===== src/rtl/keypad_pkg.sv =====
// Shared definitions for the matrix keypad scanner: FSM encoding, row priority
// helper and the calculator key map that the top level applies to key indices.
package keypad_pkg;

  typedef enum logic [1:0] {
    S_SCAN,
    S_DEBOUNCE,
    S_HELD,
    S_RELEASE
  } state_t;

  // Index -> calculator code for the 4x4 board (digits, operators, clear, equals)
  localparam logic [3:0] KEY_MAP [16] = '{
    4'd1,  4'd2, 4'd3,  4'd12,
    4'd4,  4'd5, 4'd6,  4'd13,
    4'd7,  4'd8, 4'd9,  4'd14,
    4'd11, 4'd0, 4'd10, 4'd15
  };

  function automatic logic [3:0] key_map(input logic [3:0] idx);
    return KEY_MAP[idx];
  endfunction

  // Lowest set bit wins when several rows in one column are active
  function automatic logic [2:0] lowest_set(input logic [7:0] v);
    lowest_set = '0;
    for (int unsigned i = 8; i > 0; i--) begin
      if (v[i-1]) lowest_set = 3'(i - 1);
    end
  endfunction

endpackage


===== src/rtl/keypad_sync.sv =====
// Two-flop synchroniser for the asynchronous keypad row lines.
module keypad_sync #(
  parameter int W = 4
) (
  input  logic         CLK,
  input  logic         RESET,
  input  logic [W-1:0] d,
  output logic [W-1:0] q
);

  logic [W-1:0] meta;

  always_ff @(posedge CLK or posedge RESET) begin
    if (RESET) begin
      meta <= '0;
      q    <= '0;
    end else begin
      meta <= d;
      q    <= meta;
    end
  end

endmodule


===== src/rtl/keypad_scanner.sv =====
// Column-scanning keypad controller with press/release debounce; reports the
// confirmed key index (row*COLS + col) with single-cycle press/release pulses.
module keypad_scanner
  import keypad_pkg::*;
#(
  parameter  int ROWS     = 4,
  parameter  int COLS     = 4,
  parameter  int SETTLE   = 4,
  parameter  int DEBOUNCE = 8,
  localparam int CODE_W   = $clog2(ROWS * COLS)
) (
  input  logic              CLK,
  input  logic              RESET,
  input  logic [ROWS-1:0]   keyboardfil,
  output logic [COLS-1:0]   keyboardcol,
  output logic [CODE_W-1:0] KeyCode,
  output logic              KeyRead,
  output logic              KeyHeld,
  output logic              KeyRelease
);

  localparam int ROW_W   = $clog2(ROWS);
  localparam int COL_W   = $clog2(COLS);
  localparam int CNT_MAX = (SETTLE > DEBOUNCE) ? SETTLE : DEBOUNCE;
  localparam int CNT_W   = $clog2(CNT_MAX);

  state_t            state_q, state_d;
  logic [COL_W-1:0]  col_q, col_d, col_next;
  logic [ROW_W-1:0]  row_q, row_d;
  logic [CNT_W-1:0]  cnt_q, cnt_d;
  logic [CODE_W-1:0] code_d;
  logic              read_d, held_d, rel_d;
  logic [ROWS-1:0]   rs;
  logic [7:0]        rs8;
  logic [2:0]        low;

  keypad_sync #(.W(ROWS)) u_sync (
    .CLK   (CLK),
    .RESET (RESET),
    .d     (keyboardfil),
    .q     (rs)
  );

  assign rs8         = 8'(rs);
  assign low         = lowest_set(rs8);
  assign col_next    = (col_q == COL_W'(COLS - 1)) ? '0 : col_q + COL_W'(1);
  assign keyboardcol = COLS'(1) << col_q;

  always_comb begin
    state_d = state_q;
    col_d   = col_q;
    row_d   = row_q;
    cnt_d   = cnt_q;
    code_d  = KeyCode;
    read_d  = 1'b0;
    held_d  = KeyHeld;
    rel_d   = 1'b0;
    case (state_q)
      S_SCAN: begin
        if (cnt_q == CNT_W'(SETTLE - 1)) begin
          cnt_d = '0;
          if (rs == '0) begin
            col_d = col_next;
          end else begin
            row_d   = ROW_W'(low);
            cnt_d   = CNT_W'(1);
            state_d = S_DEBOUNCE;
          end
        end else begin
          cnt_d = cnt_q + CNT_W'(1);
        end
      end
      S_DEBOUNCE: begin
        if ((rs != '0) && (low == 3'(row_q))) begin
          if (cnt_q == CNT_W'(DEBOUNCE - 1)) begin
            code_d  = CODE_W'(row_q) * CODE_W'(COLS) + CODE_W'(col_q);
            read_d  = 1'b1;
            held_d  = 1'b1;
            state_d = S_HELD;
          end else begin
            cnt_d = cnt_q + CNT_W'(1);
          end
        end else begin
          state_d = S_SCAN;
          col_d   = col_next;
          cnt_d   = '0;
        end
      end
      S_HELD: begin
        // Only the captured row matters; other keys in this column are ignored
        if (!rs[row_q]) begin
          state_d = S_RELEASE;
          cnt_d   = CNT_W'(1);
        end
      end
      S_RELEASE: begin
        if (rs[row_q]) begin
          state_d = S_HELD;
        end else if (cnt_q == CNT_W'(DEBOUNCE - 1)) begin
          held_d  = 1'b0;
          rel_d   = 1'b1;
          state_d = S_SCAN;
          col_d   = col_next;
          cnt_d   = '0;
        end else begin
          cnt_d = cnt_q + CNT_W'(1);
        end
      end
      default: state_d = S_SCAN;
    endcase
  end

  always_ff @(posedge CLK or posedge RESET) begin
    if (RESET) begin
      state_q    <= S_SCAN;
      col_q      <= '0;
      row_q      <= '0;
      cnt_q      <= '0;
      KeyCode    <= '0;
      KeyRead    <= 1'b0;
      KeyHeld    <= 1'b0;
      KeyRelease <= 1'b0;
    end else begin
      state_q    <= state_d;
      col_q      <= col_d;
      row_q      <= row_d;
      cnt_q      <= cnt_d;
      KeyCode    <= code_d;
      KeyRead    <= read_d;
      KeyHeld    <= held_d;
      KeyRelease <= rel_d;
    end
  end

endmodule


===== config.mk =====
export PLATFORM = sky130hd
export DESIGN_NAME = keypad_scanner
export DESIGN_NICKNAME = d
export VERILOG_FILES = /design/src/rtl/keypad_pkg.sv /design/src/rtl/keypad_sync.sv /design/src/rtl/keypad_scanner.sv
export SDC_FILE = /design/constraint.sdc
export NUM_CORES = 1
export LEC_CHECK = 0
export CAP_MARGIN = 10
export CORE_AREA = 2 2 63 65
export DETAILED_ROUTE_END_ITERATION = 8
export DIE_AREA = 0 0 65 67
export DONT_BUFFER_PORTS = 1
export PLACE_DENSITY = 0.57
export SLEW_MARGIN = 40
export SYNTH_ARGS = -nofsm -noshare
export SYNTH_HDL_FRONTEND = slang
export SYNTH_HIERARCHICAL = 1
export SYNTH_SLANG_ARGS = --single-unit

===== constraint.sdc =====
create_clock -name CLK -period 3 [get_ports CLK]
set_input_delay 0.3 -clock CLK [delete_from_list [all_inputs] [get_ports CLK]]
set_output_delay 0.3 -clock CLK [all_outputs]
set_load 0.05 [all_outputs]

==> results of run 1 <==
-- registers in the layout, indices dropped and copies added (netlist names) --
name,count
KeyCode,4
KeyRelease,1
u_sync/q,4
col_q,2
KeyHeld,1
row_q,2
KeyRead,1
u_sync/meta,4
cnt_q,3
state_q,2
-- worst max path at each step --
stage	endpoint
floorplan	cnt_q[0]
global placement	cnt_q[1]
detailed placement	cnt_q[0]
CTS	cnt_q[0]
global route	cnt_q[0]
finish	cnt_q[0]
-- layer usage --
metal / track usage, % / up-vias
met4: 5.59 / 0
met1: 12.9 / 373
met3: 2.53 / 4
met2: 17.1 / 15
met5: 0 / -
li1: - / 368
-- per-stage QoR --
step / utilization, % / setup slack [ns] / std cells
2_1_floorplan: - / 1.18 / 107
3_3_place_gp: 34.9 / 1.04 / 151
3_5_place_dp: 34.9 / 0.954 / 151
4_1_cts: 36.7 / 0.928 / 156
5_1_grt: 36.7 / 0.814 / 156
6_report: 36.7 / 0.961 / 156
-- cell usage after synthesis, drive strengths merged --
cell	n	area share (%)
o41ai	1	0.72
nand2	6	1.8
nor3b	3	2.7
buf	2	1.2
mux2	8	8.0
o211a	1	0.82
inv	11	3.4
nor4	1	0.51
and2	1	0.51
nor2b	3	1.5
a31oi	3	1.5
a211oi	1	1.6
a21oi	4	1.6
nand3	1	0.41
o211ai	1	0.62
nor2	9	2.8
o311ai	1	1.3
dfrtp	24	49
nand2b	2	1.6
o22ai	2	1.0
o21ai	2	1.1
nand3b	2	1.2
mux2i	4	3.3
and3b	1	0.72
o31ai	1	0.62
ha	8	8.2
nor3	1	0.41
a32oi	1	0.72
clkbuf	2	0.62
-- where the power goes --
group          internal [mW]  switching, mW
logic                  0.240          0.312
registers              0.399          0.164
clock network          0.117          0.101
-- kinds of logic (layout without fill, tap and decap cells) --
family | Yosys count | after routing | share of synthesized area (%)
compound gates | 18 | 18 | 11.8
fa+ha+maj | 8 | 8 | 8.21
buf+inv | 15 | 16 | 5.23
flops | 24 | 24 | 49.2
mux | 12 | 12 | 11.3
simple gates | 30 | 30 | 14.3
-- worst register-to-register path, cell delays in order, from the launching register on --
cell      delay, ns
dfrtp_1        0.40
ha_1           0.22
ha_1           0.20
nand2_1        0.14
a211oi_4       0.43
nand2b_4       0.24
mux2_4         0.30
-- final cells by class --
| class | count | area [um2] | area share (%) |
|---|---|---|---|
| Multi-Input combinational cell | 68 | 556 | 42.0 |
| Sequential cell | 24 | 601 | 45.4 |
| Clock buffer | 4 | 55.1 | 4.16 |
| Inverter | 11 | 41.3 | 3.12 |
| Tap cell | 48 | 60.1 | 4.54 |
| Timing Repair Buffer | 1 | 10.0 | 0.757 |
-- timing repair --
action	in CTS	in global routing
hold endpoints to repair	8	0
setup buffers	0	0
hold buffers	1	0
==> qor.csv, run 1 <==
metric;value;unit
synth_area_per_cell;11.4;um2
path_class;reg2reg;
area_delta_synth_final;8.41;%
drc;0;
antenna_found_initial;0;
end_kind;flip-flop;
status;complete, but fails checks;
crit_path_top_delay_cell;a211oi_4;
period_needed;2.04;ns
holdWs;-0.0164;ns
grt_pass1_wl;3400;um
ctsResizeCount;0;
critPathBufInv;0;
cp_top_family;compound AO/OA/AOI/OAI gates;
final_common_cell;dfrtp_1;
syn_inst;107;
slowest_delay;0.43;ns
critPathLaunch;cnt_q[0];
fillers;354;
r2r_end;cnt_q[0];
rows;22;
grt_pass1_vias;738;
stdcell_area;1320;um2
drt_iter0_drc;11;
initial_core_util;33.8;%
dieHeight;67;um
diodes;0;
worstPathCellList;ha_1, ha_1, nand2_1, a211oi_4, nand2b_4, mux2_4;
clock-sinks;24;
routedWlPerCell;12.7;um
cts_root_buffer;clkbuf_8;
p_total;1.33;mW
place_hpwl;1500;um
r2r-start;cnt_q[0];
drive_gt1_share;16.7;%
reg2regPathDepth;6;
wl_met3;78;um
worst_ep_required_time;3.15;ns
place_area;1260;um2
drtAntennaViolNets;0;
arrival;2.19;ns
fmax;0.490;GHz
rsz0062_at_grt;no;
final_cell_mix;dfrtp_1 (24), inv_1 (11), nor2_1 (9);
maxSlewHeadroom;59.3;%
hp-class;in2async;
finalHoldViolCount;16;
wl;1990;um
syn-cell-area;1220;um2
syn_nets;121;
grt_max_degree;17;
core;3610;um2
ios;17;
ys_ff_latch;24;
htree_levels;1;
p_leak;0.607;nW
synth_cell_types;33;
ys_seq_area_share;49.2;%
place_congestion;0.783;
drt-pass1-iter-count;4;
cp.depth;6;
worstMarginPinSlew;0.610;ns
final_nets;123;
via_per_inst;4.87;
cts_tree;yes;
fin_crit_sh;68.0;%
wl_met1;879;um
grt_usage;10.5;%
rrSetupSlack;0.96;ns
p_per_area;1010;nW/um2
clock_latency;0.27;ns
highest_layer;met4;
wl_met2;991;um
cts_buffers;3;
finalClockSkew;0.00434;ns
violations;negative hold slack;
die_area;4360;um2
grt_overflow;0;
cap_violations;0;
final_max_slew_viol_count;0;
path_clk_slew;0.08;ns
crit_path_frequent_cell;ha_1;
ys_warn_count;6;
vdd_ir_drop_max;0.313;mV
setup_viol_count_final;0;
tns;0;ns
cp_max_fo;8;
vias;760;
worstSetupStartpointType;flip-flop;
port_buffers;0;
cts_max_path_buffers;2;
die_width;65;um
(Power assumes the default switching activity.)
==> run 2, diff against run 1 <==
--- a/config.mk
+++ b/config.mk
@@ -10,7 +10,7 @@
 export DETAILED_ROUTE_END_ITERATION = 8
 export DIE_AREA = 0 0 65 67
 export DONT_BUFFER_PORTS = 1
-export PLACE_DENSITY = 0.57
+export PLACE_DENSITY = 0.59
 export SLEW_MARGIN = 40
 export SYNTH_ARGS = -nofsm -noshare
 export SYNTH_HDL_FRONTEND = slang
==> constraint.sdc (replaced) <==
create_clock -name CLK -period 1.8 [get_ports CLK]
set_input_delay 0.18 -clock CLK [delete_from_list [all_inputs] [get_ports CLK]]
set_output_delay 0.18 -clock CLK [all_outputs]
set_load 0.05 [all_outputs]
==> run 2 against run 1 <==
Against the previous run: the run now ends clean; worst hold slack gained 0.33 ns; sequential share of layout area shrank 4.3 points; sequential power grew 66%; combinational power grew 96%; first-iteration DRC count grew 140%; sequential cell count is the same; total power grew 78%; critical path depth shrank 1; clock skew grew 0.0019 ns; clock-buffer cell count is the same; clock power grew 64%; critical path type unchanged; largest cell class unchanged.
==> qor.csv, run 2 (synthesized netlist as in run 1, its figures left out) <==
metric;value;unit;change
worstSetupStartpointType;flip-flop;;unchanged
grt_pass1_vias;731;;was 738
vdd_ir_drop_max;0.572;mV;was 0.313 mV
tns;0;ns;unchanged
port_buffers;0;;unchanged
cts_tree;yes;;unchanged
critPathLaunch;u_sync/q[0];;was cnt_q[0]
final_max_slew_viol_count;0;;unchanged
dieHeight;67;um;unchanged
via_per_inst;4.80;;was 4.87
final_nets;135;;was 123
path_class;reg2reg;;unchanged
cap_violations;0;;unchanged
htree_levels;1;;unchanged
drc;0;;unchanged
final_cell_mix;dfrtp_1 (21), inv_1 (11), nor2_1 (9);;was dfrtp_1 (24), inv_1 (11), nor2_1 (9)
rsz0062_at_grt;yes;;was no
initial_core_util;33.8;%;unchanged
die_width;65;um;unchanged
holdWs;0.311;ns;was -0.0164 ns
worstMarginPinSlew;0.642;ns;was 0.610 ns
drive_gt1_share;30.8;%;was 16.7%
fmax;0.576;GHz;was 0.490 GHz
vias;806;;was 760
area_delta_synth_final;20.5;%;was 8.41%
path_clk_slew;0.08;ns;about the same
period_needed;1.74;ns;was 2.04 ns
grt_usage;10.8;%;was 10.5%
die_area;4360;um2;unchanged
rows;22;;unchanged
maxSlewHeadroom;57.2;%;was 59.3%
drtAntennaViolNets;0;;unchanged
hp-class;in2async;;unchanged
diodes;0;;unchanged
cts_max_path_buffers;2;;unchanged
place_congestion;0.785;;was 0.783
grt_overflow;0;;unchanged
grt_pass1_wl;3460;um;was 3400 um
end_kind;flip-flop;;unchanged
fillers;341;;was 354
dp_slack;-0.0159;ns;was 0.954 ns
finalHoldViolCount;0;;was 16
wl;2120;um;was 1990 um
stdcell_area;1470;um2;was 1320 um2
reg2regPathDepth;5;;was 6
antenna_found_initial;0;;unchanged
pwr-share-comb;45.6;%;was 41.4%
seqCellArea;604;um2;was 601 um2
grt_max_degree;17;;unchanged
finalClockSkew;0.00624;ns;was 0.00434 ns
routedWlPerCell;12.6;um;was 12.7 um
ios;17;;unchanged
rrSetupSlack;0.06;ns;was 0.96 ns
setup_viol_count_final;0;;unchanged
fin_crit_sh;96.5;%;was 68.0%
drt-pass1-iter-count;4;;unchanged
place_hpwl;1570;um;was 1500 um
clock_latency;0.26;ns;was 0.27 ns
core;3610;um2;unchanged
arrival;1.89;ns;was 2.19 ns
worst_ep_required_time;1.96;ns;was 3.15 ns
setup_ws;0.0628;ns;was 0.961 ns
seqPwrFrac;39.3;%;was 42.2%
place_area;1300;um2;was 1260 um2
drt_iter0_drc;26;;was 11
multi_input_area;599;um2;was 556 um2
r2r-start;u_sync/q[0];;was cnt_q[0]
status;finished clean;;was complete, but fails checks
r2r_end;col_q[0];;was cnt_q[0]
p_per_area;1620;nW/um2;was 1010 nW/um2
cp_max_fo;7;;was 8
sw_frac_of_total;42.6;%;was 43.2%
clockPowerShare;15.1;%;was 16.4%
cts_buffers;3;;unchanged
reg_top3;KeyCode: 4 flops, u_sync/meta: 4 flops, u_sync/q: 4 flops;;unchanged
cts_root_buffer;clkbuf_8;;unchanged
endpoint;col_q[0];;was cnt_q[0]
clock-sinks;24;;unchanged
switchingPower;1.01;mW;was 0.576 mW
final_common_cell;dfrtp_1;;unchanged
p_leak;0.664;nW;was 0.607 nW
p_int;1.36;mW;was 0.757 mW
[run 2: changes by cell type in the layout (fill, tap and decap cells not counted), moves of 2 or more]
cell           previous run  this run
ha_1                      8         6
dfrtp_1                  24        21
mux2i_1                   4         2
a31oi_2                   0         2
ha_2                      0         2
a31oi_1                   3         1
dfrtp_2                   0         3
dlygate4sd3_1             1         5
buf_4                     0         8
mux2i_2                   0         2
[run 2: power by group through the flow]
| stage | Clock (mW) | Combinational (mW) | Sequential (mW) |
|---|---|---|---|
| finish | 0.358 | 1.08 | 0.934 |
| global route | 0.396 | 1.21 | 0.962 |
| CTS | 0.368 | 0.995 | 0.924 |
| detailed placement | 0 | 0.981 | 0.935 |
| global placement | 0 | 0.953 | 0.931 |
| floorplan | 0 | 0.911 | 0.840 |
[run 2: through the flow]
stage | util [%] | std cells | total power, mW
finish | 40.8 | 168 | 2.37
global placement | 36.1 | 157 | 1.88
floorplan | - | 107 | 1.75
detailed placement | 36.1 | 157 | 1.92
global route | 40.8 | 168 | 2.56
CTS | 39.1 | 166 | 2.29
[run 2: per-layer routing]
layer  GRT usage [%]  up-vias  wire, um
met1            13.1      398       950
met5               0        -         0
met4            5.59        0        35
li1                -      393         -
met3            2.03        4        50
met2            18.2       11      1090
[run 2: worst min-delay path by stage]
stage                     startpoint        endpoint  slack (ns)  cells past startpoint
final                          RESET  u_sync/meta[1]        0.31                      2
after global routing           RESET  u_sync/meta[1]        0.34                      2
after CTS                      RESET  u_sync/meta[3]        0.31                      2
after detailed placement       RESET     u_sync/q[0]        0.01                      1
after global placement         RESET  u_sync/meta[1]        0.01                      1
after floorplan                RESET  u_sync/meta[0]      -0.004                      1
[run 2: what timing repair did]
action / in CTS / in global routing
hold buffers: 5 / 0
resized for setup: 1 / 12
endpoints found under the hold margin: 28 / 0
setup buffers: 0 / 2
pin swaps: 0 / 1
setup endpoints to repair: 2 / 9
[run 2: critical path, cell delays in order (launching register included)]
cell and delay (ns):
dfrtp_2 0.47, nor4_2 0.35, nor2_1 0.07, o211ai_1 0.30, o311ai_4 0.17, mux2_2 0.29
[run 2: cell type report]
class,instances,area share (%)
well taps,48,4.09
flip-flops and latches,24,41.1
multi-input cells,68,40.8
repair buffers,13,7.49
inverters,11,2.81
clock buffers,4,3.74
==> run 3, diff against run 2 <==
--- a/config.mk
+++ b/config.mk
@@ -10,7 +10,7 @@
 export DETAILED_ROUTE_END_ITERATION = 8
 export DIE_AREA = 0 0 65 67
 export DONT_BUFFER_PORTS = 1
-export PLACE_DENSITY = 0.59
+export PLACE_DENSITY = 0.57
 export SLEW_MARGIN = 40
 export SYNTH_ARGS = -nofsm -noshare
 export SYNTH_HDL_FRONTEND = slang
==> constraint.sdc (replaced) <==
create_clock -name CLK -period 1.6 [get_ports CLK]
set_input_delay 0.16 -clock CLK [delete_from_list [all_inputs] [get_ports CLK]]
set_output_delay 0.16 -clock CLK [all_outputs]
set_load 0.05 [all_outputs]
==> run 3 against run 2 <==
Against the previous run: the flow now finishes with violations (negative setup slack); global-route usage up 1.1 points; final cell count up 9.5%; die area unchanged; critical path depth up 1; wire length up 13%; critical path type unchanged.
==> qor.csv, run 3 (synthesized netlist as in run 1, its figures left out) <==
metric;value;unit;change
cts_buffers;3;;unchanged
pwr-share-comb;50.4;%;was 45.6%
dieHeight;67;um;unchanged
ios;17;;unchanged
clock-sinks;24;;unchanged
worstSetupStartpointType;flip-flop;;unchanged
fmax;0.582;GHz;was 0.576 GHz
diodes;0;;unchanged
place_congestion;0.808;;was 0.785
rsz0062_at_grt;yes;;unchanged
sw_frac_of_total;42.7;%;was 42.6%
rrSetupSlack;-0.12;ns;was 0.06 ns
fillers;342;;was 341
setup_ws;-0.118;ns;was 0.0628 ns
reg2regPathDepth;6;;was 5
worstMarginPinSlew;0.631;ns;was 0.642 ns
finalHoldViolCount;0;;unchanged
cap_violations;0;;unchanged
worst_ep_required_time;1.75;ns;was 1.96 ns
reg_top3;KeyCode: 4 flops, u_sync/meta: 4 flops, u_sync/q: 4 flops;;unchanged
p_total;2.88;mW;was 2.37 mW
tns;-0.740;ns;was 0 ns
p_leak;0.752;nW;was 0.664 nW
status;complete, but fails checks;;was finished clean
hp-class;in2async;;unchanged
drt_iter0_drc;23;;was 26
end_kind;flip-flop;;unchanged
grt_overflow;0;;unchanged
violations;negative setup slack;;
maxSlewHeadroom;57.9;%;was 57.2%
fin_crit_sh;107;%;was 96.5%
wl;2400;um;was 2120 um
port_buffers;0;;unchanged
drt-pass1-iter-count;4;;unchanged
period_needed;1.72;ns;was 1.74 ns
r2r_end;col_q[1];;was col_q[0]
rows;22;;unchanged
clockPowerShare;12.1;%;was 15.1%
final_nets;152;;was 135
seqPwrFrac;37.5;%;was 39.3%
grt_usage;11.9;%;was 10.8%
switchingPower;1.23;mW;was 1.01 mW
grt_pass1_vias;814;;was 731
final_cell_mix;buf_4 (22), dfrtp_1 (19), inv_1 (11);;was dfrtp_1 (21), inv_1 (11), nor2_1 (9)
vdd_ir_drop_max;0.766;mV;was 0.572 mV
grt_max_degree;17;;unchanged
p_int;1.65;mW;was 1.36 mW
antenna_found_initial;0;;unchanged
cts_tree;yes;;unchanged
vias;881;;was 806
final_max_slew_viol_count;0;;unchanged
htree_levels;1;;unchanged
die_area;4360;um2;unchanged
drive_gt1_share;44.9;%;was 30.8%
routedWlPerCell;13.0;um;was 12.6 um
path_class;reg2reg;;unchanged
via_per_inst;4.79;;was 4.80
area_delta_synth_final;37.0;%;was 20.5%
drc;0;;unchanged
finalClockSkew;0.00318;ns;was 0.00624 ns
place_hpwl;1720;um;was 1570 um
setup_viol_count_final;9;;was 0
r2r-start;u_sync/q[1];;was u_sync/q[0]
cts_max_path_buffers;2;;unchanged
core;3610;um2;unchanged
initial_core_util;33.8;%;unchanged
arrival;1.87;ns;was 1.89 ns
die_width;65;um;unchanged
final_common_cell;buf_4;;was dfrtp_1
p_per_area;1720;nW/um2;was 1620 nW/um2
grt_pass1_wl;3840;um;was 3460 um
cp_max_fo;4;;was 7
path_clk_slew;0.08;ns;about the same
drtAntennaViolNets;0;;unchanged
clock_latency;0.26;ns;about the same
cts_root_buffer;clkbuf_8;;unchanged
## run 3: changes by cell type in the layout (fill, tap and decap cells not counted), moves of 2 or more
cell	previous run	this run
mux2_2	6	2
dfrtp_2	3	5
buf_4	8	22
mux2_4	2	6
mux2i_2	2	0
buf_6	0	3
dfrtp_1	21	19
ha_4	0	2
nand2_1	6	4
nand2_2	0	2
mux2i_1	2	4
## run 3: how the worst max path moves through the flow
stage | slack (ns) | depth (start not counted) | from | to
after floorplan | -0.12 | 6 | row_q[0] | cnt_q[0]
after global placement | -0.08 | 6 | cnt_q[1] | col_q[0]
after detailed placement | -0.14 | 6 | u_sync/q[0] | col_q[1]
after CTS | -0.11 | 6 | u_sync/q[0] | col_q[1]
after global routing | -0.23 | 6 | u_sync/q[1] | col_q[1]
final | -0.12 | 6 | u_sync/q[1] | col_q[1]
## run 3: what timing repair did
| action | in CTS | in global routing |
|---|---|---|
| hold buffers | 5 | 0 |
| setup buffers | 2 | 4 |
| pin swaps | 3 | 5 |
| gates resized for setup | 10 | 16 |
| endpoints found under the hold margin | 28 | 0 |
| endpoints found under the setup margin | 11 | 14 |
## run 3: routing by layer
metal	GRT usage [%]	vias up	routed length [um]
li1	-	427	-
met1	14.4	442	1050
met2	20.5	8	1270
met3	2.03	4	39
met4	5.59	0	41
met5	0	-	0
## run 3: power by group through the flow
stage          combinational, mW  sequential, mW  clock, mW
2_1_floorplan               1.05           0.956          0
3_3_place_gp                1.20            1.05          0
3_5_place_dp                1.22            1.06          0
4_1_cts                     1.30            1.05      0.360
5_1_grt                     1.58            1.10      0.393
6_report                    1.45            1.08      0.349
## run 3: layout make-up
| cell class | instances | area, um2 | area share (%) |
|---|---|---|---|
| Clock buffer | 3 | 41.3 | 2.47 |
| Inverter | 11 | 41.3 | 2.47 |
| Timing Repair Buffer | 30 | 249 | 14.9 |
| Multi-Input combinational cell | 68 | 673 | 40.3 |
| Tap cell | 48 | 60.1 | 3.59 |
| Sequential cell | 24 | 607 | 36.3 |
## run 3: stage by stage
step,instance area [um2],setup slack (ns),hold WS (ns),utilization (%),cells
floorplan,1250,-0.117,-0.0243,-,107
global placement,1420,-0.0835,-0.00680,39.5,170
detailed placement,1420,-0.143,0.00531,39.5,170
CTS,1570,-0.115,0.290,43.5,180
global route,1670,-0.234,0.307,46.4,184
finish,1670,-0.118,0.286,46.4,184
## run 3: worst max-delay path, stage by stage (launching register included)
cell and delay (ns):
dfrtp_2 0.45, nor4_2 0.25, buf_4 0.15, nor2_1 0.03, o211ai_1 0.29, o311ai_4 0.15, mux2_2 0.29
